===== src/rtl/booth_mult_ctrl_pkg.sv =====
// Shared types and constants for the radix-2 Booth multiplier controller.
package mult_pkg;

  localparam int unsigned WIDTH = 32;
  localparam int unsigned ITERS = 32;

  typedef enum logic [1:0] {
    IDLE,
    RUN,
    DONE
  } state_t;

  typedef enum logic [1:0] {
    NOP,
    ADD,
    SUB
  } booth_op_t;

  function automatic booth_op_t booth_decode(input logic q0, input logic q_m1);
    case ({q0, q_m1})
      2'b01:   return ADD;
      2'b10:   return SUB;
      default: return NOP;
    endcase
  endfunction

endpackage


===== src/rtl/booth_mult_ctrl_if.sv =====
// Start/operand/result bundle between the multiplier controller and its user.
interface booth_mult_ctrl_if #(
  parameter int unsigned WIDTH = 32
);
  logic             ctrl_MULT;
  logic [WIDTH-1:0] data_operandA;
  logic [WIDTH-1:0] data_operandB;
  logic [WIDTH-1:0] data_result;
  logic             data_exception;
  logic             data_resultRDY;
  logic             busy;

  modport master (
    output ctrl_MULT, data_operandA, data_operandB,
    input  data_result, data_exception, data_resultRDY, busy
  );

  modport slave (
    input  ctrl_MULT, data_operandA, data_operandB,
    output data_result, data_exception, data_resultRDY, busy
  );
endinterface


===== src/rtl/booth_mult_ctrl_booth_step.sv =====
// One radix-2 Booth iteration: optional add/subtract of M through the shared
// carry-lookahead adder, then a 65-bit arithmetic right shift.
module cla_adder
  import mult_pkg::*;
(
  input  logic [WIDTH-1:0] p_in,
  input  logic [WIDTH-1:0] g_in,
  input  logic             cin,
  output logic [WIDTH-1:0] sum
);
  localparam int unsigned GROUPS = WIDTH / 4;

  logic [GROUPS-2:0] gp;
  logic [GROUPS-2:0] gg;
  logic [GROUPS-1:0] gc;
  logic [WIDTH-1:0]  c;

  always_comb begin
    gp = '0;
    gg = '0;
    gc = '0;
    c  = '0;
    for (int unsigned k = 0; k < GROUPS - 1; k++) begin
      gp[k] = &p_in[4*k +: 4];
      gg[k] = g_in[4*k+3]
            | (p_in[4*k+3] & g_in[4*k+2])
            | (p_in[4*k+3] & p_in[4*k+2] & g_in[4*k+1])
            | (&p_in[4*k+1 +: 3] & g_in[4*k]);
    end
    gc[0] = cin;
    for (int unsigned k = 1; k < GROUPS; k++) begin
      gc[k] = gg[k-1] | (gp[k-1] & gc[k-1]);
    end
    c[0] = gc[0];
    for (int unsigned i = 1; i < WIDTH; i++) begin
      if (i % 4 == 0) c[i] = gc[i/4];
      else            c[i] = g_in[i-1] | (p_in[i-1] & c[i-1]);
    end
    sum = (p_in & ~g_in) ^ c;
  end
endmodule

module booth_step
  import mult_pkg::*;
(
  input  logic [WIDTH-1:0] acc,
  input  logic [WIDTH-1:0] q,
  input  logic             q_m1,
  input  logic [WIDTH-1:0] m,
  output logic [2*WIDTH:0] p_next
);
  booth_op_t        op;
  logic [WIDTH-1:0] addend;
  logic [WIDTH-1:0] p_in;
  logic [WIDTH-1:0] g_in;
  logic             cin;
  logic [WIDTH-1:0] sum;
  logic [WIDTH-1:0] acc_new;
  logic             sign;

  assign op     = booth_decode(q[0], q_m1);
  assign addend = (op == SUB) ? ~m : m;
  assign p_in   = acc | addend;
  assign g_in   = acc & addend;
  assign cin    = (op == SUB);

  cla_adder u_cla (
    .p_in (p_in),
    .g_in (g_in),
    .cin  (cin),
    .sum  (sum)
  );

  // Shifted-in sign is the 33rd sum bit rebuilt from operand signs, so a
  // -2^31 multiplicand cannot wrap the accumulator sign.
  always_comb begin
    acc_new = acc;
    sign    = acc[WIDTH-1];
    if (op != NOP) begin
      acc_new = sum;
      sign    = (acc[WIDTH-1] == addend[WIDTH-1]) ? acc[WIDTH-1] : sum[WIDTH-1];
    end
    p_next = {sign, acc_new, q};
  end
endmodule


===== src/rtl/booth_mult_ctrl.sv =====
// Multi-cycle signed 32x32 Booth multiplier controller: FSM, counter,
// operand/product registers and latched result/overflow outputs.
module booth_mult_ctrl #(
  parameter int unsigned WIDTH = 32,
  parameter int unsigned CNT_W = 5
) (
  input  logic              clock,
  input  logic              reset,
  booth_mult_ctrl_if.slave  bus
);
  import mult_pkg::*;

  localparam logic [CNT_W-1:0] LAST = CNT_W'(WIDTH - 1);

  state_t             state;
  logic [WIDTH-1:0]   m;
  logic [2*WIDTH:0]   p;
  logic [CNT_W-1:0]   cnt;
  logic [2*WIDTH:0]   p_next;

  booth_step u_step (
    .acc    (p[2*WIDTH:WIDTH+1]),
    .q      (p[WIDTH:1]),
    .q_m1   (p[0]),
    .m      (m),
    .p_next (p_next)
  );

  always_ff @(posedge clock or posedge reset) begin
    if (reset) begin
      state              <= IDLE;
      m                  <= '0;
      p                  <= '0;
      cnt                <= '0;
      bus.data_result    <= '0;
      bus.data_exception <= 1'b0;
      bus.data_resultRDY <= 1'b0;
      bus.busy           <= 1'b0;
    end else begin
      bus.data_resultRDY <= 1'b0;
      if (bus.ctrl_MULT) begin
        // A start in any state restarts; an aborted run never raises ready.
        m        <= bus.data_operandA;
        p        <= {{WIDTH{1'b0}}, bus.data_operandB, 1'b0};
        cnt      <= '0;
        state    <= RUN;
        bus.busy <= 1'b1;
      end else begin
        case (state)
          IDLE: state <= IDLE;
          RUN: begin
            p   <= p_next;
            cnt <= cnt + CNT_W'(1);
            if (cnt == LAST) begin
              state              <= DONE;
              bus.busy           <= 1'b0;
              bus.data_resultRDY <= 1'b1;
              bus.data_result    <= p_next[WIDTH:1];
              bus.data_exception <= (p_next[2*WIDTH:WIDTH+1] != {WIDTH{p_next[WIDTH]}});
            end
          end
          DONE:    state <= IDLE;
          default: state <= IDLE;
        endcase
      end
    end
  end
endmodule


===== src/flat_wrapper.sv =====
// flat-port wrapper written by rule: the top's interface ports become plain ports
module booth_mult_ctrl_flat import mult_pkg::*;
#(
  parameter int unsigned WIDTH = 32,
  parameter int unsigned CNT_W = 5
)
  (clock, reset, bus_ctrl_MULT, bus_data_operandA, bus_data_operandB, bus_data_result, bus_data_exception, bus_data_resultRDY, bus_busy);
  booth_mult_ctrl_if #(.WIDTH(WIDTH)) bus_i ();
  input  logic clock;
  input  logic reset;
  input wire logic [$bits(bus_i.ctrl_MULT)-1:0] bus_ctrl_MULT;
  input wire logic [$bits(bus_i.data_operandA)-1:0] bus_data_operandA;
  input wire logic [$bits(bus_i.data_operandB)-1:0] bus_data_operandB;
  output wire logic [$bits(bus_i.data_result)-1:0] bus_data_result;
  output wire logic [$bits(bus_i.data_exception)-1:0] bus_data_exception;
  output wire logic [$bits(bus_i.data_resultRDY)-1:0] bus_data_resultRDY;
  output wire logic [$bits(bus_i.busy)-1:0] bus_busy;
  assign bus_i.ctrl_MULT = bus_ctrl_MULT;
  assign bus_i.data_operandA = bus_data_operandA;
  assign bus_i.data_operandB = bus_data_operandB;
  assign bus_data_result = bus_i.data_result;
  assign bus_data_exception = bus_i.data_exception;
  assign bus_data_resultRDY = bus_i.data_resultRDY;
  assign bus_busy = bus_i.busy;
  booth_mult_ctrl #(.WIDTH(WIDTH), .CNT_W(CNT_W)) u_core (.clock(clock), .reset(reset), .bus(bus_i));
endmodule

===== config.mk =====
export PLATFORM = sky130hd
export DESIGN_NAME = booth_mult_ctrl_flat
export DESIGN_NICKNAME = d
export VERILOG_FILES = /design/src/rtl/booth_mult_ctrl_pkg.sv /design/src/rtl/booth_mult_ctrl_if.sv /design/src/rtl/booth_mult_ctrl_booth_step.sv /design/src/rtl/booth_mult_ctrl.sv /design/src/flat_wrapper.sv
export SDC_FILE = /design/constraint.sdc
export NUM_CORES = 1
export LEC_CHECK = 0
export ABC_AREA = 1
export BUFFER_PORTS_ARGS = -buffer_cell sky130_fd_sc_hd__buf_2
export CORE_MARGIN = 2
export CORE_UTILIZATION = 61
export CTS_BUF_LIST = sky130_fd_sc_hd__clkbuf_8
export DETAILED_ROUTE_END_ITERATION = 6
export PLACE_DENSITY = 0.94
export SLEW_MARGIN = 30
export SYNTH_ARGS = -nofsm -noshare
export SYNTH_HDL_FRONTEND = slang
export SYNTH_HIERARCHICAL = 1
export SYNTH_SLANG_ARGS = --single-unit

===== constraint.sdc =====
create_clock -name clock -period 5.6 [get_ports clock]
set_input_delay 0.28 -clock clock [delete_from_list [all_inputs] [get_ports clock]]
set_output_delay 0.28 -clock clock [all_outputs]
set_load 0.03 [all_outputs]

### Yosys cells after proc, flatten, opt, wreduce, memory -nomap -nowiden

Index checks and enable logic that the tools add are counted.

| operators by class | value |
|---|---|
| mux-type cells | 18 |
| reduce and logical (&&, ||, !) cells | 19 |
| eq/ne operators | 8 |
| bitwise gates (word level) | 118 |
| $add $sub $neg | 1 |

Operators by type and width:

| kind | count |
|---|---|
| two-way mux 65 bit | 2 |
| bitwise AND 32 bit | 2 |
| two-way mux 32 bit | 2 |
| inverter 32 bit | 2 |
| bitwise AND 1 bit | 59 |
| bitwise OR 1 bit | 52 |
| != test 32 bit | 1 |
| bitwise OR 32 bit | 1 |
| bitwise XOR 32 bit | 1 |
| AND reduction 4 bit | 7 |
| AND reduction 3 bit | 8 |
| two-way mux 5 bit | 2 |
| two-way mux 1 bit | 8 |
| two-way mux 2 bit | 3 |
| nonzero test 2 bit | 3 |
| adder 5 x 1 -> 5 bit, second input constant | 1 |
| == test 5 bit, second input constant | 1 |
| == test 2 x 1 -> 1 bit, second input constant | 2 |
| == test 2 bit, second input constant | 2 |
| one-hot mux 2 bit (2 select lines) | 1 |
| != test 3 x 2 -> 1 bit, second input constant | 1 |
| AND reduction 2 bit | 1 |
| == test 1 bit | 1 |
| inverter 1 bit | 1 |

| storage, ports and cells | value |
|---|---|
| bits of input ports | 67 |
| output and inout bits | 35 |
| flip-flop bits (word level) | 139 |

### Longest topological paths before layout

Gate-level depths: netlist of run 1.

| logic depth | value |
|---|---|
| depth after elaboration | 33 |
| gate-level depth with buffers | 42 |
| depth with buffers taken out | 39 |

### Hierarchy

The synthesis of run 1 kept the hierarchy.

Modules (own cells, without submodules):

| module | seq. area each (sq um) | area an instance (sq um) | times used | cells an instance |
|---|---|---|---|---|
| booth_mult_ctrl | 3,478.3 | 5,599.1 | 1 | 598 |
| booth_step | 0.0 | 1,621.6 | 1 | 342 |
| cla_adder | 0.0 | 1,037.2 | 1 | 200 |

### Least setup slack after synthesis of run 1

OpenSTA, ideal clock, no wires.

| timing | value |
|---|---|
| path type | reg-to-reg |
| start | reg u_core.p[1] |
| end | reg u_core.bus.data_exception |
| setup time | 0.117 ns |
| path slack | 2.222 ns |
| path buffers | 3 |
| data arrival time | 3.261 ns |
| cell stages (with the launch flop) | 41 |
| cells stage by stage | dfrtp_1 > ha_1 > buf_6 > inv_4 > buf_6 > nand2_1 > nand2_1 > nand2_1 > nand2_1 > nand2_1 > nor2_1 > nand2_2 > nand2_2 > nand2_2 > nand2_2 > nand2_4 > nand2_2 > nand2_4 > [... 5 more ...] > nand2_2 > nand2_2 > nand2_2 > nand2_2 > nand2_2 > nand2_2 > nand2_1 > nand2_1 > nand2_1 > nand3_1 > nand2_1 > buf_4 > nor3_1 > nand4_1 > nand2_1 > nand2_1 > nor2_1 > nor2_1 |

| between the ends | value |
|---|---|
| longest elaborated chain between the ends | 32 |

RTL lines:

| what | RTL line | text |
|---|---|---|
| from (decl) | booth_mult_ctrl.sv:17 | `logic [2*WIDTH:0] p;` |
| from (signal assigned) | booth_mult_ctrl.sv:44 | `p <= {{WIDTH{1'b0}}, bus.data_operandB, 1'b0};` |
| from (signal assigned) | booth_mult_ctrl.sv:52 | `p <= p_next;` |
| == test 2 bit or == test 2 x 1 -> 1 bit (tied branches) | booth_mult_ctrl_pkg.sv:20 | `case ({q0, q_m1})` |
| one-hot mux 2 bit (2 select lines) * | booth_mult_ctrl_pkg.sv:20 |  |
| == test 2 bit * | booth_mult_ctrl_booth_step.sv:65 | `assign cin = (op == SUB);` |
| named net u_core.u_step.cin | booth_mult_ctrl_booth_step.sv:56 | `logic cin;` |
| two-way mux 32 bit * | booth_mult_ctrl_booth_step.sv:62 | `assign addend = (op == SUB) ? ~m : m;` |
| bitwise OR 32 bit * | booth_mult_ctrl_booth_step.sv:63 | `assign p_in = acc \| addend;` |
| named net u_core.u_step.p_in[3] | booth_mult_ctrl_booth_step.sv:54 | `logic [WIDTH-1:0] p_in;` |
| bitwise AND 1 bit (on tied branches) | booth_mult_ctrl_booth_step.sv:26, booth_mult_ctrl_booth_step.sv:27 |  |
| [... 20 more ...] | n/a |  |
| bitwise AND 1 bit * | booth_mult_ctrl_booth_step.sv:37 | `else c[i] = g_in[i-1] \| (p_in[i-1] & c[i-1]);` |
| bitwise OR 1 bit * | booth_mult_ctrl_booth_step.sv:37 |  |
| bitwise XOR 32 bit * | booth_mult_ctrl_booth_step.sv:39 | `sum = (p_in & ~g_in) ^ c;` |
| named net u_core.u_step.sum[31] | booth_mult_ctrl_booth_step.sv:57 | `logic [WIDTH-1:0] sum;` |
| two-way mux 1 bit * | booth_mult_ctrl_booth_step.sv:81 | `sign = (acc[WIDTH-1] == addend[WIDTH-1]) ? acc[WIDTH-1] : sum[WIDTH-1];` |
| two-way mux 1 bit * | booth_mult_ctrl_booth_step.sv:79 | `if (op != NOP) begin` |
| named net u_core.u_step.sign | booth_mult_ctrl_booth_step.sv:59 | `logic sign;` |
| != test 32 bit * | booth_mult_ctrl.sv:59 | `bus.data_exception <= (p_next[2*WIDTH:WIDTH+1] != {WIDTH{p_next[WIDTH]}});` |
| to (signal assigned) | booth_mult_ctrl.sv:59 |  |
| to (decl) | booth_mult_ctrl_if.sv:20 | `output data_result, data_exception, data_resultRDY, busy` |

Mark *: on every way through the listed nets, which the timed path passes. The rest lies on a longest branch.
A chain may end at the register's enable or synchronous reset.

### Worst setup path after layout of run 1

| timing | value |
|---|---|
| start | reg u_core.p[0] |
| end | reg u_core.bus.data_exception |

RTL lines:

| what | RTL line | text |
|---|---|---|
| == test 2 bit or == test 2 x 1 -> 1 bit (tied branches) | booth_mult_ctrl_pkg.sv:20 |  |
| one-hot mux 2 bit (2 select lines) * | booth_mult_ctrl_pkg.sv:20 |  |
| == test 2 bit * | booth_mult_ctrl_booth_step.sv:65 |  |
| named net u_core.u_step.cin | booth_mult_ctrl_booth_step.sv:56 |  |
| two-way mux 32 bit * | booth_mult_ctrl_booth_step.sv:62 |  |
| bitwise OR 32 bit * | booth_mult_ctrl_booth_step.sv:63 |  |
| named net u_core.u_step.p_in[7] | booth_mult_ctrl_booth_step.sv:54 |  |
| bitwise AND 1 bit (on tied branches) | booth_mult_ctrl_booth_step.sv:26, booth_mult_ctrl_booth_step.sv:27 |  |
| [... 17 more ...] | n/a |  |
| bitwise OR 1 bit * | booth_mult_ctrl_booth_step.sv:37 |  |
| bitwise AND 1 bit * | booth_mult_ctrl_booth_step.sv:37 |  |
| bitwise OR 1 bit * | booth_mult_ctrl_booth_step.sv:37 |  |
| bitwise XOR 32 bit * | booth_mult_ctrl_booth_step.sv:39 |  |
| named net u_core.u_step.sum[31] | booth_mult_ctrl_booth_step.sv:57 |  |
| two-way mux 32 bit * | booth_mult_ctrl_booth_step.sv:79 |  |
| named net u_core.p_next[63] | booth_mult_ctrl.sv:19 | `logic [2*WIDTH:0] p_next;` |
| != test 32 bit * | booth_mult_ctrl.sv:59 |  |

Marks and branches as above.

==> impl_metrics.prom, run 1 <==
# TYPE chip_impl_metric gauge
chip_impl_metric{name="detail_route.drc_violations",unit=""} 0
chip_impl_metric{name="areaGrowthSynthToFinish",unit="%"} 8.58
chip_impl_metric{name="grt_antenna_before_repair",unit=""} 0
chip_impl_metric{name="multi_input_area",unit="um2"} 3680
chip_impl_metric{name="gp_routability_congestion",unit=""} 0.856
chip_impl_info{name="grt_setup_unrepaired",value="false"} 1
chip_impl_metric{name="simple_gate_portion_of_the_synthesized_area",unit=""} 0.284
chip_impl_metric{name="switching_share",unit=""} 0.377
chip_impl_metric{name="p_int",unit="W"} 0.00190
chip_impl_metric{name="fin_setup_tns",unit="ns"} 0
chip_impl_info{name="synth_top_flop_cell",value="sky130_fd_sc_hd__dfrtp_1"} 1
chip_impl_metric{name="placement.io_buffers",unit=""} 101
chip_impl_metric{name="synth_seq_cells",unit=""} 139
chip_impl_metric{name="worst_ir_drop_vdd",unit="mV"} 0.218
chip_impl_metric{name="actual_slew_at_the_worst_max_slew_pin",unit="ns"} 0.941
chip_impl_metric{name="die_height",unit="um"} 120
chip_impl_metric{name="detail_route.first_pass.iterations",unit=""} 5
chip_impl_metric{name="combPwrFrac",unit=""} 0.338
chip_impl_metric{name="post_synth_instance_area",unit="um2"} 8260
chip_impl_metric{name="synth_adder_area_share",unit=""} 0.00758
chip_impl_metric{name="cts_num_sinks",unit=""} 139
chip_impl_metric{name="later_pin_clock_latency_in_the_skew_report",unit="ns"} 0.45
chip_impl_info{name="crit_type",value="flip-flop to flip-flop"} 1
chip_impl_metric{name="worstRegToRegCells",unit=""} 36
chip_impl_metric{name="power.share.sequential",unit=""} 0.384
chip_impl_metric{name="cts-buffers-inserted",unit=""} 17
chip_impl_metric{name="layout_min_cycle_time",unit="ns"} 4.40
chip_impl_metric{name="cts.reportedPaths.clkPinSlew",unit="ns"} 0.09
chip_impl_metric{name="power_density",unit="nW/um2"} 340
chip_impl_info{name="worstHoldStart",value="bus_data_operandA[22]"} 1
chip_impl_metric{name="grt_first_pass_wirelength",unit="um"} 31400
chip_impl_metric{name="totalWireLength",unit="um"} 18300
chip_impl_metric{name="async_flop_share",unit=""} 1.00
chip_impl_info{name="path_common_cell",value="sky130_fd_sc_hd__nand2_2"} 1
chip_impl_metric{name="post_synth_num_cell_types",unit=""} 32
chip_impl_metric{name="placed_area",unit="um2"} 8530
chip_impl_metric{name="ys.warnings.count",unit=""} 6
chip_impl_metric{name="worst_slew_margin_rel",unit=""} 0.371
chip_impl_metric{name="p_switching",unit="W"} 0.00115
chip_impl_metric{name="num_rows",unit=""} 42
chip_impl_metric{name="clock-skew-final",unit="ns"} 0.0118
chip_impl_metric{name="via_count",unit=""} 7304
chip_impl_metric{name="crit_required",unit="ns"} 5.94
chip_impl_metric{name="detail_route.iter0.violations",unit=""} 498
chip_impl_metric{name="area.sequential",unit="um2"} 3480
chip_impl_metric{name="place_hpwl",unit="um"} 12300
chip_impl_metric{name="setup_viol_count_final",unit=""} 0
chip_impl_info{name="cts.root.buffer_cell",value="sky130_fd_sc_hd__clkbuf_8"} 1
chip_impl_metric{name="hold-path-cell-count",unit=""} 3
chip_impl_metric{name="final.fill_count",unit=""} 1094
chip_impl_metric{name="die_width",unit="um"} 120
chip_impl_metric{name="synth-xor-area-share",unit=""} 0.0339
chip_impl_metric{name="post_route_cells_drive_above_1_share",unit=""} 0.170
chip_impl_metric{name="clock_path_buffers",unit=""} 2
chip_impl_metric{name="power.share.clock",unit=""} 0.278
chip_impl_metric{name="cp.arrival",unit="ns"} 4.74
chip_impl_info{name="r2r_start",value="u_core/p[0]$_DFFE_PP0P_"} 1
chip_impl_metric{name="path_max_fanout",unit=""} 22
chip_impl_metric{name="drv_cap",unit=""} 0
chip_impl_info{name="startpoint_type",value="flip-flop"} 1
chip_impl_metric{name="period_share",unit=""} 0.785
chip_impl_metric{name="num_io_pins",unit=""} 102
chip_impl_metric{name="final_nets",unit=""} 1262
chip_impl_metric{name="initial_core_util",unit=""} 0.624
chip_impl_metric{name="vias_per_std_cell",unit=""} 5.30
chip_impl_metric{name="synth.avg_cell_area",unit="um2"} 7.24
chip_impl_metric{name="detail-route-antenna-nets",unit=""} 0
chip_impl_metric{name="drt-wirelength-per-cell",unit="um"} 13.3
chip_impl_metric{name="vias_in_the_first_global_route",unit=""} 7143
chip_impl_info{name="hold_end",value="u_core/m[22]$_DFFE_PP0P_"} 1
chip_impl_metric{name="syn-num-nets",unit=""} 1212
chip_impl_metric{name="die-area",unit="um2"} 14500
chip_impl_info{name="min_path_type",value="primary input to flip-flop"} 1
chip_impl_metric{name="sum_of_overflow_across_all_layers_after_global_routing",unit=""} 0
chip_impl_metric{name="grtUsageTotal",unit=""} 0.269
chip_impl_metric{name="finalMaxSlewViolations",unit=""} 0
chip_impl_info{name="critPathCaptureType",value="flip-flop"} 1
chip_impl_info{name="crit_slowest_cell",value="sky130_fd_sc_hd__ha_1"} 1
chip_impl_metric{name="final_hold_viol_count",unit=""} 0
chip_impl_metric{name="leakage_power_total",unit="nW"} 4.81
chip_impl_metric{name="synth_compound_gate_area_share",unit=""} 0.120
chip_impl_metric{name="antenna_cells_inserted",unit=""} 0
chip_impl_info{name="cts_tree",value="built"} 1
chip_impl_metric{name="timing.critical_path.slowest_cell_delay",unit="ns"} 0.57
chip_impl_info{name="main_combinational_cell_family_by_area_after_synthesis",value="simple AND/OR/NAND/NOR gates"} 1
chip_impl_metric{name="core",unit="um2"} 13200
chip_impl_metric{name="timing.fmax",unit="MHz"} 227
chip_impl_metric{name="synth_seq_area_share",unit=""} 0.421
chip_impl_metric{name="synth_enable_flop_cells",unit=""} 0
chip_impl_metric{name="clock_tree.htree_level_count",unit=""} 4
chip_impl_metric{name="fraction_of_synthesized_area_in_multiplexers",unit=""} 0
chip_impl_info{name="rr_endpoint",value="u_core/bus.data_exception$_DFFE_PP0P_"} 1
chip_impl_metric{name="postSynthCellCount",unit=""} 1140
chip_impl_metric{name="grt_max_degree",unit=""} 82
chip_impl_metric{name="finalInstanceArea",unit="um2"} 8970
chip_impl_info{name="run_status",value="finished clean"} 1
chip_impl_metric{name="setup.reg_to_reg.worst_slack",unit="ns"} 1.20
## cells in the mapped netlist, drive strengths merged, types with 10 or more instances
master / number / area (um2)
a21oi: 13 / 68.8
a22o: 26 / 228
buf: 64 / 452
clkbuf: 12 / 45.0
dfrtp: 139 / 3480
inv: 159 / 599
nand2: 446 / 1750
nand3: 10 / 50.1
nor2: 99 / 462
o211ai: 32 / 240
o21ai: 85 / 425
xnor2: 13 / 114
xor2: 19 / 166
## worst max path at each step
stage	depth (start not counted)	from	slack, ns	to
6_report	36	u_core/p[0]$_DFFE_PP0P_	1.20	u_core/bus.data_exception$_DFFE_PP0P_
2_1_floorplan	1	reset	1.60	u_core/bus.busy$_DFFE_PP0P_
5_1_grt	39	u_core/p[0]$_DFFE_PP0P_	0.84	u_core/bus.data_exception$_DFFE_PP0P_
3_3_place_gp	38	u_core/p[0]$_DFFE_PP0P_	1.60	u_core/bus.data_exception$_DFFE_PP0P_
4_1_cts	36	u_core/p[0]$_DFFE_PP0P_	1.27	u_core/bus.data_exception$_DFFE_PP0P_
3_5_place_dp	38	u_core/p[0]$_DFFE_PP0P_	1.38	u_core/bus.data_exception$_DFFE_PP0P_
## power by group through the flow
stage / clock [W] / sequential [W] / combinational, W
global route: 0.000910 / 0.00118 / 0.00117
finish: 0.000848 / 0.00117 / 0.00103
CTS: 0.000861 / 0.00117 / 0.00102
global placement: 0 / 0.00118 / 0.000959
detailed placement: 0 / 0.00119 / 0.000998
floorplan: 0 / 0.00117 / 0.000864
## state kept, by name (all words and copies together), names as in the netlist
name and cells:
u_core/state 2, u_core/m 32, u_core/bus.data_result 32, u_core/cnt 5, u_core/bus.busy 1, u_core/bus.data_resultRDY 1, u_core/bus.data_exception 1, u_core/p 65
## area by class of cell
class | instances | area share
multi-input cells | 765 | 0.411
flip-flops and latches | 139 | 0.388
inverters | 160 | 0.0681
repair buffers | 107 | 0.0620
clock buffers | 19 | 0.0292
well taps | 176 | 0.0246
clock inverters | 13 | 0.0173
## per-stage QoR
stage | total power [W] | worst slack [ns] | hold WS [ns] | cells | utilization
floorplan | 0.00203 | 1.60 | 0.392 | 1140 | -
global placement | 0.00214 | 1.60 | 0.444 | 1345 | 0.644
detailed placement | 0.00218 | 1.38 | 0.453 | 1345 | 0.644
CTS | 0.00305 | 1.27 | 0.00289 | 1379 | 0.677
global route | 0.00326 | 0.840 | 0.0158 | 1379 | 0.677
finish | 0.00305 | 1.20 | 0.0250 | 1379 | 0.677
## logic make-up after synthesis
group	after synthesis
flip-flops	139
AND/OR/NAND/NOR	568
XOR/XNOR	32
buffers and inverters	236
adder cells (fa/ha/maj)	5
AO/OA/AOI/OAI	160
## routing by layer
layer | routed length [um] | vias up | GRT usage
met2 | 8940 | 242 | 0.458
met1 | 7660 | 3431 | 0.320
met4 | 427 | 0 | 0.101
met5 | 0 | - | 0
met3 | 1320 | 48 | 0.0840
li1 | - | 3583 | -
## layout by cell type (no fill, tap or decap), types with 6 or more instances in the layout
cell                         n
sky130_fd_sc_hd__a21oi_1    12
sky130_fd_sc_hd__a22o_1     26
sky130_fd_sc_hd__buf_2     101
sky130_fd_sc_hd__clkbuf_8   19
sky130_fd_sc_hd__dfrtp_1   139
sky130_fd_sc_hd__inv_1     147
sky130_fd_sc_hd__inv_2       8
sky130_fd_sc_hd__nand2_1   424
sky130_fd_sc_hd__nand2_2    17
sky130_fd_sc_hd__nand3_1    10
sky130_fd_sc_hd__nor2_1     67
sky130_fd_sc_hd__nor2_2     29
sky130_fd_sc_hd__nor3_1      6
sky130_fd_sc_hd__o211ai_1   32
sky130_fd_sc_hd__o21ai_0    43
sky130_fd_sc_hd__o21ai_1    42
sky130_fd_sc_hd__xnor2_1    13
sky130_fd_sc_hd__xor2_1     19
## what timing repair did
action,CTS,global route
resized for setup,0,0
setup endpoints to repair,0,0
hold endpoints to repair,81,0
buffers inserted,0,0
hold buffers,2,0
## critical path, delay by kind of cell (launching register included)
family	cells	cell delay (ns)
AO/OA/AOI/OAI	2	0.37
flip-flops	1	0.39
buffers and inverters	2	0.44
adder cells (fa/ha/maj)	1	0.57
AND/OR/NAND/NOR	31	2.52
Power figures use the tool's default switching activity.
==> inputs of run 2 (changes only) <==
Settings changed: ABC_AREA 1 to 0, CORE_UTILIZATION 61 to 55, PLACE_DENSITY 0.94 to 0.9.
Clock period 5.6 ns to 3.7 ns, I/O delays scaled along.
==> run 2 against run 1 <==
  * The flow now finishes with violations (setup timing)
  * Sequential power up 64%
  * Sequential share of layout area down 5.2 points
  * Cell area up 16%
  * Critical path depth down 19
  * Critical endpoint unchanged
  * Largest power group is now combinational logic
  * Highest routed layer unchanged
==> impl_metrics.prom, run 2 <==
# TYPE chip_impl_metric gauge
chip_impl_info{name="run_status",value="finished, violations left"} 1
chip_impl_info{name="violations",value="setup timing"} 1
chip_impl_info{name="yosysMostFrequentCell",value="sky130_fd_sc_hd__dfrtp_1"} 1
chip_impl_metric{name="multi_input_area",unit="um2"} 4330
chip_impl_metric{name="drt-wirelength-per-cell",unit="um"} 16.5
chip_impl_metric{name="timing.critical_path.slowest_cell_delay",unit="ns"} 0.44
chip_impl_info{name="startpoint_type",value="flip-flop"} 1
chip_impl_info{name="yosys.area.top_type",value="sky130_fd_sc_hd__dfrtp_1"} 1
chip_impl_metric{name="cts-buffers-inserted",unit=""} 17
chip_impl_info{name="path_common_cell",value="sky130_fd_sc_hd__a21oi_2"} 1
chip_impl_metric{name="vias_per_std_cell",unit=""} 5.49
chip_impl_metric{name="final_critical_path_setup_slack",unit="ns"} -0.560
chip_impl_metric{name="detail-route-antenna-nets",unit=""} 0
chip_impl_info{name="crit_type",value="flip-flop to flip-flop"} 1
chip_impl_metric{name="die_height",unit="um"} 126
chip_impl_metric{name="final_nets",unit=""} 1082
chip_impl_metric{name="simple_gate_portion_of_the_synthesized_area",unit=""} 0.173
chip_impl_metric{name="crit_required",unit="ns"} 4.04
chip_impl_info{name="min_path_type",value="primary input to flip-flop"} 1
chip_impl_metric{name="die-area",unit="um2"} 15900
chip_impl_metric{name="post_synth_num_cell_types",unit=""} 50
chip_impl_metric{name="ys.warnings.count",unit=""} 6
chip_impl_metric{name="fraction_of_synthesized_area_in_multiplexers",unit=""} 0.173
chip_impl_info{name="most-common-layout-cells",value="sky130_fd_sc_hd__dfrtp_1, sky130_fd_sc_hd__nand2_1, sky130_fd_sc_hd__buf_2"} 1
chip_impl_metric{name="num_io_pins",unit=""} 102
chip_impl_metric{name="path_max_fanout",unit=""} 7
chip_impl_metric{name="synth_adder_area_share",unit=""} 0.00765
chip_impl_metric{name="initial_core_util",unit=""} 0.563
chip_impl_metric{name="drv_cap",unit=""} 0
chip_impl_metric{name="leakage_power_total",unit="nW"} 4.94
chip_impl_metric{name="yosysTopAreaCellShare",unit=""} 0.425
chip_impl_metric{name="clock_path_buffers",unit=""} 2
chip_impl_metric{name="syn-num-nets",unit=""} 886
chip_impl_info{name="timing.critical_path.cells",value="ha_4, buf_12, xor2_2, or2_1, a21oi_2, o21ai_2, a221o_1, or3_4, a41o_4, a311o_1, a21oi_2, xnor2_1, mux2_4, or4_4, nor4_4, o22a_1, a31oi_1"} 1
chip_impl_metric{name="synth_enable_flop_cells",unit=""} 0
chip_impl_info{name="crit_slowest_cell",value="sky130_fd_sc_hd__or4_4"} 1
chip_impl_metric{name="power_density",unit="nW/um2"} 605
chip_impl_metric{name="period_share",unit=""} 1.15
chip_impl_metric{name="actual_slew_at_the_worst_max_slew_pin",unit="ns"} 1.00
chip_impl_info{name="synth_top_flop_cell",value="sky130_fd_sc_hd__dfrtp_1"} 1
chip_impl_metric{name="gp_routability_congestion",unit=""} 0.893
chip_impl_info{name="ys_top_cells_by_count",value="sky130_fd_sc_hd__dfrtp_1, sky130_fd_sc_hd__nand2_1, sky130_fd_sc_hd__mux2_2, sky130_fd_sc_hd__a21oi_1, sky130_fd_sc_hd__buf_4"} 1
chip_impl_metric{name="async_flop_share",unit=""} 1.00
chip_impl_metric{name="grtUsageTotal",unit=""} 0.254
chip_impl_metric{name="cells_after_dpl",unit=""} 1104
chip_impl_metric{name="vias_in_the_first_global_route",unit=""} 6856
chip_impl_metric{name="detail_route.drc_violations",unit=""} 0
chip_impl_metric{name="synth.avg_cell_area",unit="um2"} 10.0
chip_impl_metric{name="totalWireLength",unit="um"} 19800
chip_impl_info{name="critPathCaptureType",value="flip-flop"} 1
chip_impl_metric{name="critical_path_buf_inv_count",unit=""} 1
chip_impl_info{name="netlist_top_cells_area",value="sky130_fd_sc_hd__dfrtp_1, sky130_fd_sc_hd__mux2_2, sky130_fd_sc_hd__nand2_1, sky130_fd_sc_hd__mux2i_1, sky130_fd_sc_hd__xor2_1"} 1
chip_impl_metric{name="die_width",unit="um"} 126
chip_impl_metric{name="grt_first_pass_wirelength",unit="um"} 32500
chip_impl_metric{name="synth_compound_gate_area_share",unit=""} 0.0852
chip_impl_info{name="grt_setup_unrepaired",value="true"} 1
chip_impl_metric{name="layoutNonFillerInstCount",unit=""} 1206
chip_impl_metric{name="clock-skew-final",unit="ns"} 0.0146
chip_impl_metric{name="grt_antenna_before_repair",unit=""} 0
chip_impl_metric{name="final.hold.worst_slack",unit="ns"} 0.172
chip_impl_metric{name="synth-xor-area-share",unit=""} 0.0707
chip_impl_metric{name="core",unit="um2"} 14500
chip_impl_metric{name="cp.arrival",unit="ns"} 4.60
chip_impl_info{name="cts.root.buffer_cell",value="sky130_fd_sc_hd__clkbuf_8"} 1
chip_impl_metric{name="layout_min_cycle_time",unit="ns"} 4.26
chip_impl_metric{name="post_synth_instance_area",unit="um2"} 8180
chip_impl_metric{name="place_hpwl",unit="um"} 12100
chip_impl_metric{name="antenna_cells_inserted",unit=""} 0
chip_impl_metric{name="cts.reportedPaths.clkPinSlew",unit="ns"} 0.08
chip_impl_metric{name="largest_register_ffs",unit=""} 65
chip_impl_metric{name="num_rows",unit=""} 44
chip_impl_metric{name="path_depth",unit=""} 17
chip_impl_metric{name="final.fill_count",unit=""} 998
chip_impl_metric{name="detail_route.first_pass.iterations",unit=""} 5
chip_impl_metric{name="later_pin_clock_latency_in_the_skew_report",unit="ns"} 0.46
chip_impl_info{name="largest_registers",value="u_core/p: 65 flops, u_core/bus.data_result: 32 flops, u_core/m: 32 flops"} 1
chip_impl_info{name="largest_register",value="u_core/p"} 1
chip_impl_metric{name="grt_max_degree",unit=""} 140
chip_impl_metric{name="postSynthCellCount",unit=""} 814
chip_impl_metric{name="timing.fmax",unit="MHz"} 235
chip_impl_metric{name="areaGrowthSynthToFinish",unit="%"} 26.8
chip_impl_metric{name="sum_of_overflow_across_all_layers_after_global_routing",unit=""} 0
chip_impl_metric{name="final_hold_viol_count",unit=""} 0
chip_impl_metric{name="via_count",unit=""} 6617
chip_impl_metric{name="area.sequential",unit="um2"} 3480
chip_impl_metric{name="worst_ir_drop_vdd",unit="mV"} 0.309
chip_impl_metric{name="clock_tree.htree_level_count",unit=""} 4
chip_impl_metric{name="synth_seq_cells",unit=""} 139
chip_impl_info{name="main_combinational_cell_family_by_area_after_synthesis",value="simple AND/OR/NAND/NOR gates"} 1
chip_impl_metric{name="cts_num_sinks",unit=""} 139
chip_impl_metric{name="detail_route.iter0.violations",unit=""} 432
chip_impl_metric{name="setup_viol_count_final",unit=""} 2
chip_impl_info{name="cts_tree",value="built"} 1
chip_impl_metric{name="post_route_cells_drive_above_1_share",unit=""} 0.364
chip_impl_info{name="most_common_cell_after_layout_fill_and_taps_aside",value="sky130_fd_sc_hd__dfrtp_1"} 1
chip_impl_metric{name="hold-path-cell-count",unit=""} 2
chip_impl_metric{name="placement.io_buffers",unit=""} 101
chip_impl_info{name="critical-path-top-delay-family",value="compound AO/OA/AOI/OAI gates"} 1
chip_impl_metric{name="worstRegToRegCells",unit=""} 17
chip_impl_metric{name="finalMaxSlewViolations",unit=""} 0
chip_impl_metric{name="synth_seq_area_share",unit=""} 0.425
chip_impl_metric{name="worst_slew_margin_rel",unit=""} 0.331
[run 2: per-stage QoR]
stage                     setup slack (ns)  TNS (ns)  utilization  power [W]  cell area, um2
after CTS                           -0.475    -0.475        0.702    0.00613           10200
after detailed placement            -0.549    -0.549        0.624    0.00463            9070
final                               -0.560    -0.603        0.713    0.00628           10400
after global routing                -0.667    -0.942        0.713    0.00666           10400
after floorplan                     -0.389    -0.389            -    0.00373            8200
after global placement              -0.372    -0.372        0.624    0.00452            9070
[run 2: worst register-to-register path: cells and delay by family, from the launching register on]
family                   cells  cell delay, ns
AO/OA/AOI/OAI                8            1.60
XOR/XNOR                     2            0.22
adder cells (fa/ha/maj)      1            0.20
buffers and inverters        1            0.15
flip-flops                   1            0.42
multiplexers                 1            0.28
AND/OR/NAND/NOR              4            1.27
[run 2: cell families after synthesis]
group,Yosys count
compound gates,120
mux,129
flops,139
fa+ha+maj,5
buf+inv,84
simple gates,271
xor+xnor,66
[run 2: final timing paths]
kind	end	slack (ns)	from
max reg2reg	u_core/bus.data_exception$_DFFE_PP0P_	-0.56	u_core/p[1]$_DFFE_PP0P_
max in group asynchronous	u_core/m[11]$_DFFE_PP0P_	2.64	reset
min in group asynchronous	u_core/bus.data_result[25]$_DFFE_PP0P_	0.49	reset
min	u_core/p[41]$_DFFE_PP0P_	0.17	bus_ctrl_MULT
max	u_core/bus.data_exception$_DFFE_PP0P_	-0.56	u_core/p[1]$_DFFE_PP0P_
min reg2reg	u_core/bus.busy$_DFFE_PP0P_	0.52	u_core/bus.busy$_DFFE_PP0P_
[run 2: layout make-up]
type	instances	area share
clock buffers	21	0.0279
clock inverters	10	0.0148
inverters	11	0.00434
multi-input cells	591	0.418
flip-flops and latches	139	0.335
well taps	184	0.0222
repair buffers	250	0.177
[run 2: layer usage]
metal	up-vias	track usage	part of all wire
met5	-	0	0
met4	0	0.0821	0.022
met3	43	0.0663	0.055
met2	195	0.441	0.50
met1	3245	0.311	0.42
li1	3134	-	-
[run 2: timing repair]
item                       CTS  global route
cloned                       0             1
gates resized for setup      7            21
hold buffers                65             0
pin swaps                    5            11
setup buffers                0             6
hold endpoints to repair   165             0
setup endpoints to repair    1             4
[run 2: report_power, final]
part	switching, W	internal, W
Sequential	0.000193	0.00173
Clock	0.000605	0.000749
Combinational	0.00140	0.00161
==> inputs of run 3 (changes only) <==
==> constraint.sdc (replaced) <==
create_clock -name clock -period 3.7 [get_ports clock]
set_input_delay 0.37 -clock clock [delete_from_list [all_inputs] [get_ports clock]]
set_output_delay 0.37 -clock clock [all_outputs]
set_load 0.03 [all_outputs]
==> run 3 against run 2 <==
  * Flip-flop and latch count stayed put
  * The flow still finishes with violations (setup timing)
  * Die area stayed put
  * Worst setup slack worse by 0.0038 ns
  * Largest cell class unchanged
  * Clock-buffer cell count is 3 lower
  * Combinational power is 6% lower
==> impl_metrics.prom, run 3 (same netlist as run 2, synthesis figures left out) <==
# TYPE chip_impl_metric gauge
chip_impl_metric{name="grt_antenna_before_repair",unit=""} 1
chip_impl_metric{name="worst_slew_margin_rel",unit=""} 0.355
chip_impl_metric{name="cp.arrival",unit="ns"} 4.61
chip_impl_info{name="min_path_type",value="primary input to flip-flop"} 1
chip_impl_info{name="timing.critical_path.cells",value="inv_2, ha_4, buf_12, xor2_1, or2_1, a21oi_2, o21ai_2, a221o_1, or3_4, a41o_4, a311o_1, a21oi_2, xnor2_1, mux2_4, or4_4, nor4_2, o22a_1, a31oi_1"} 1
chip_impl_info{name="worstHoldStart",value="bus_data_operandB[20]"} 1
chip_impl_metric{name="totalWireLength",unit="um"} 18600
chip_impl_metric{name="final_critical_path_setup_slack",unit="ns"} -0.564
chip_impl_metric{name="clock-skew-final",unit="ns"} 0.0182
chip_impl_metric{name="detail_route.drc_violations",unit=""} 0
chip_impl_metric{name="detail_route.iter0.violations",unit=""} 405
chip_impl_info{name="crit_slowest_cell",value="sky130_fd_sc_hd__or4_4"} 1
chip_impl_metric{name="detail-route-antenna-nets",unit=""} 0
chip_impl_metric{name="grtUsageTotal",unit=""} 0.236
chip_impl_metric{name="finalInstanceArea",unit="um2"} 9570
chip_impl_info{name="cts_tree",value="built"} 1
chip_impl_metric{name="sum_of_overflow_across_all_layers_after_global_routing",unit=""} 0
chip_impl_metric{name="power.share.sequential",unit=""} 0.319
chip_impl_metric{name="vias_per_std_cell",unit=""} 5.60
chip_impl_metric{name="clock_tree.htree_level_count",unit=""} 4
chip_impl_metric{name="path_max_fanout",unit=""} 8
chip_impl_metric{name="postLayoutCoreUtil",unit=""} 0.659
chip_impl_metric{name="power_density",unit="nW/um2"} 627
chip_impl_metric{name="final.hold.worst_slack",unit="ns"} 0.108
chip_impl_metric{name="worst_ir_drop_vdd",unit="mV"} 0.319
chip_impl_metric{name="final_nets",unit=""} 1014
chip_impl_metric{name="die_width",unit="um"} 126
chip_impl_info{name="grt_setup_unrepaired",value="true"} 1
chip_impl_metric{name="switching_share",unit=""} 0.367
chip_impl_metric{name="worstRegToRegCells",unit=""} 18
chip_impl_info{name="critPathCaptureType",value="flip-flop"} 1
chip_impl_metric{name="setup_viol_count_final",unit=""} 2
chip_impl_metric{name="actual_slew_at_the_worst_max_slew_pin",unit="ns"} 0.968
chip_impl_info{name="rr_endpoint",value="u_core/bus.data_exception$_DFFE_PP0P_"} 1
chip_impl_metric{name="p_total",unit="W"} 0.00600
chip_impl_metric{name="p_int",unit="W"} 0.00380
chip_impl_info{name="run_status",value="finished, violations left"} 1
chip_impl_info{name="largest_registers",value="u_core/p: 65 flops, u_core/bus.data_result: 32 flops, u_core/m: 32 flops"} 1
chip_impl_info{name="most-common-layout-cells",value="sky130_fd_sc_hd__dfrtp_1, sky130_fd_sc_hd__nand2_1, sky130_fd_sc_hd__buf_2"} 1
chip_impl_metric{name="combPwrFrac",unit=""} 0.472
chip_impl_metric{name="layout_min_cycle_time",unit="ns"} 4.26
chip_impl_metric{name="power.share.clock",unit=""} 0.209
chip_impl_metric{name="p_switching",unit="W"} 0.00220
chip_impl_info{name="violations",value="setup timing"} 1
chip_impl_metric{name="num_io_pins",unit=""} 102
chip_impl_metric{name="later_pin_clock_latency_in_the_skew_report",unit="ns"} 0.47
chip_impl_metric{name="finalMaxSlewViolations",unit=""} 0
chip_impl_info{name="cts.root.buffer_cell",value="sky130_fd_sc_hd__clkbuf_8"} 1
chip_impl_metric{name="post_route_cells_drive_above_1_share",unit=""} 0.378
chip_impl_metric{name="via_count",unit=""} 6384
chip_impl_metric{name="cts.reportedPaths.clkPinSlew",unit="ns"} 0.09
chip_impl_metric{name="place_hpwl",unit="um"} 12500
chip_impl_metric{name="largest_register_ffs",unit=""} 65
chip_impl_metric{name="hold-path-cell-count",unit=""} 3
chip_impl_info{name="critical-path-top-delay-family",value="compound AO/OA/AOI/OAI gates"} 1
chip_impl_info{name="startpoint_type",value="flip-flop"} 1
chip_impl_info{name="most_common_cell_after_layout_fill_and_taps_aside",value="sky130_fd_sc_hd__dfrtp_1"} 1
chip_impl_metric{name="drt-wirelength-per-cell",unit="um"} 16.3
chip_impl_metric{name="period_share",unit=""} 1.15
chip_impl_metric{name="areaGrowthSynthToFinish",unit="%"} 17.0
chip_impl_metric{name="initial_core_util",unit=""} 0.563
chip_impl_metric{name="critical_path_buf_inv_count",unit=""} 2
chip_impl_info{name="hold_end",value="u_core/p[21]$_DFFE_PP0P_"} 1
chip_impl_info{name="path_common_cell",value="sky130_fd_sc_hd__a21oi_2"} 1
chip_impl_metric{name="gp_routability_congestion",unit=""} 0.891
chip_impl_metric{name="cts_num_sinks",unit=""} 139
chip_impl_metric{name="die-area",unit="um2"} 15900
chip_impl_metric{name="final_hold_viol_count",unit=""} 0
chip_impl_metric{name="grt_max_degree",unit=""} 70
chip_impl_metric{name="setup.reg_to_reg.worst_slack",unit="ns"} -0.56
chip_impl_metric{name="timing.critical_path.slowest_cell_delay",unit="ns"} 0.42
chip_impl_metric{name="placement.io_buffers",unit=""} 101
chip_impl_info{name="largest_register",value="u_core/p"} 1
chip_impl_metric{name="vias_in_the_first_global_route",unit=""} 6478
chip_impl_metric{name="cts-buffers-inserted",unit=""} 17
chip_impl_metric{name="timing.fmax",unit="MHz"} 235
chip_impl_metric{name="leakage_power_total",unit="nW"} 4.61
chip_impl_metric{name="drv_cap",unit=""} 0
chip_impl_metric{name="crit_required",unit="ns"} 4.05
chip_impl_metric{name="die_height",unit="um"} 126
chip_impl_metric{name="placed_area",unit="um2"} 9040
chip_impl_metric{name="core",unit="um2"} 14500
chip_impl_metric{name="grt_first_pass_wirelength",unit="um"} 30300
chip_impl_info{name="r2r_start",value="u_core/p[0]$_DFFE_PP0P_"} 1
chip_impl_metric{name="num_rows",unit=""} 44
chip_impl_metric{name="clock_path_buffers",unit=""} 2
chip_impl_info{name="crit_type",value="flip-flop to flip-flop"} 1
chip_impl_metric{name="detail_route.first_pass.iterations",unit=""} 5
-- run 3: cell types whose count changed in the layout (fill, tap and decap cells not counted), sizes merged --
cell	change
inv	+3
clkinvlp	+2
diode	+1
clkinv	+1
dlygate4sd3	-64
clkbuf	-3
bufinv	-2
buf	-4
-- run 3: layout make-up --
cell class,count,area [um2]
fill,1083,4960
multi-input combinational,591,4250
sequential,139,3480
timing repair buffer,182,1160
clock buffer,18,248
tap,184,230
clock inverter,14,153
inverter,11,45.0
antenna,1,2.50
-- run 3: how the worst max path moves through the flow --
stage	startpoint	to	cells past startpoint
after floorplan	u_core/p[1]$_DFFE_PP0P_	u_core/bus.data_exception$_DFFE_PP0P_	18
after global placement	u_core/p[0]$_DFFE_PP0P_	u_core/bus.data_exception$_DFFE_PP0P_	18
after detailed placement	u_core/p[0]$_DFFE_PP0P_	u_core/bus.data_exception$_DFFE_PP0P_	18
after CTS	u_core/p[0]$_DFFE_PP0P_	u_core/bus.data_exception$_DFFE_PP0P_	18
after global routing	u_core/p[0]$_DFFE_PP0P_	u_core/bus.data_exception$_DFFE_PP0P_	20
final	u_core/p[0]$_DFFE_PP0P_	u_core/bus.data_exception$_DFFE_PP0P_	18
-- run 3: per-layer routing --
| metal | part of all wire | wire [um] | vias to the layer above | global-route usage |
|---|---|---|---|---|
| li1 | - | - | 2993 | - |
| met5 | 0 | 0 | - | 0 |
| met3 | 0.063 | 1180 | 41 | 0.0765 |
| met1 | 0.42 | 7720 | 3152 | 0.281 |
| met2 | 0.50 | 9250 | 198 | 0.406 |
| met4 | 0.024 | 450 | 0 | 0.0808 |
-- run 3: tightest hold or removal path, delay by kind of cell --
family | cells | cell delay [ns]
buffers and inverters | 1 | 0.07
AOI/OAI and AO/OA | 1 | 0.06
and+or+nand+nor | 1 | 0.04
-- run 3: power groups by stage --
stage	clock, W	sequential [W]	combinational, W
6_report	0.00125	0.00192	0.00283
3_5_place_dp	0	0.00194	0.00266
2_1_floorplan	0	0.00188	0.00185
4_1_cts	0.00128	0.00191	0.00272
5_1_grt	0.00134	0.00195	0.00307
3_3_place_gp	0	0.00193	0.00256
-- run 3: per-stage QoR --
stage	setup WS, ns	cells	setup TNS (ns)
detailed placement	-0.590	1101	-0.642
global placement	-0.389	1101	-0.389
finish	-0.564	1140	-0.595
global route	-0.779	1139	-1.20
floorplan	-0.389	814	-0.389
CTS	-0.482	1134	-0.482
-- run 3: repair_timing --
item	in CTS	in global routing
resized for setup	7	7
endpoints found under the hold margin	4	0
setup buffers	0	4
endpoints found under the setup margin	3	6
gates cloned	0	1
hold buffers	1	0
pin swaps	0	1
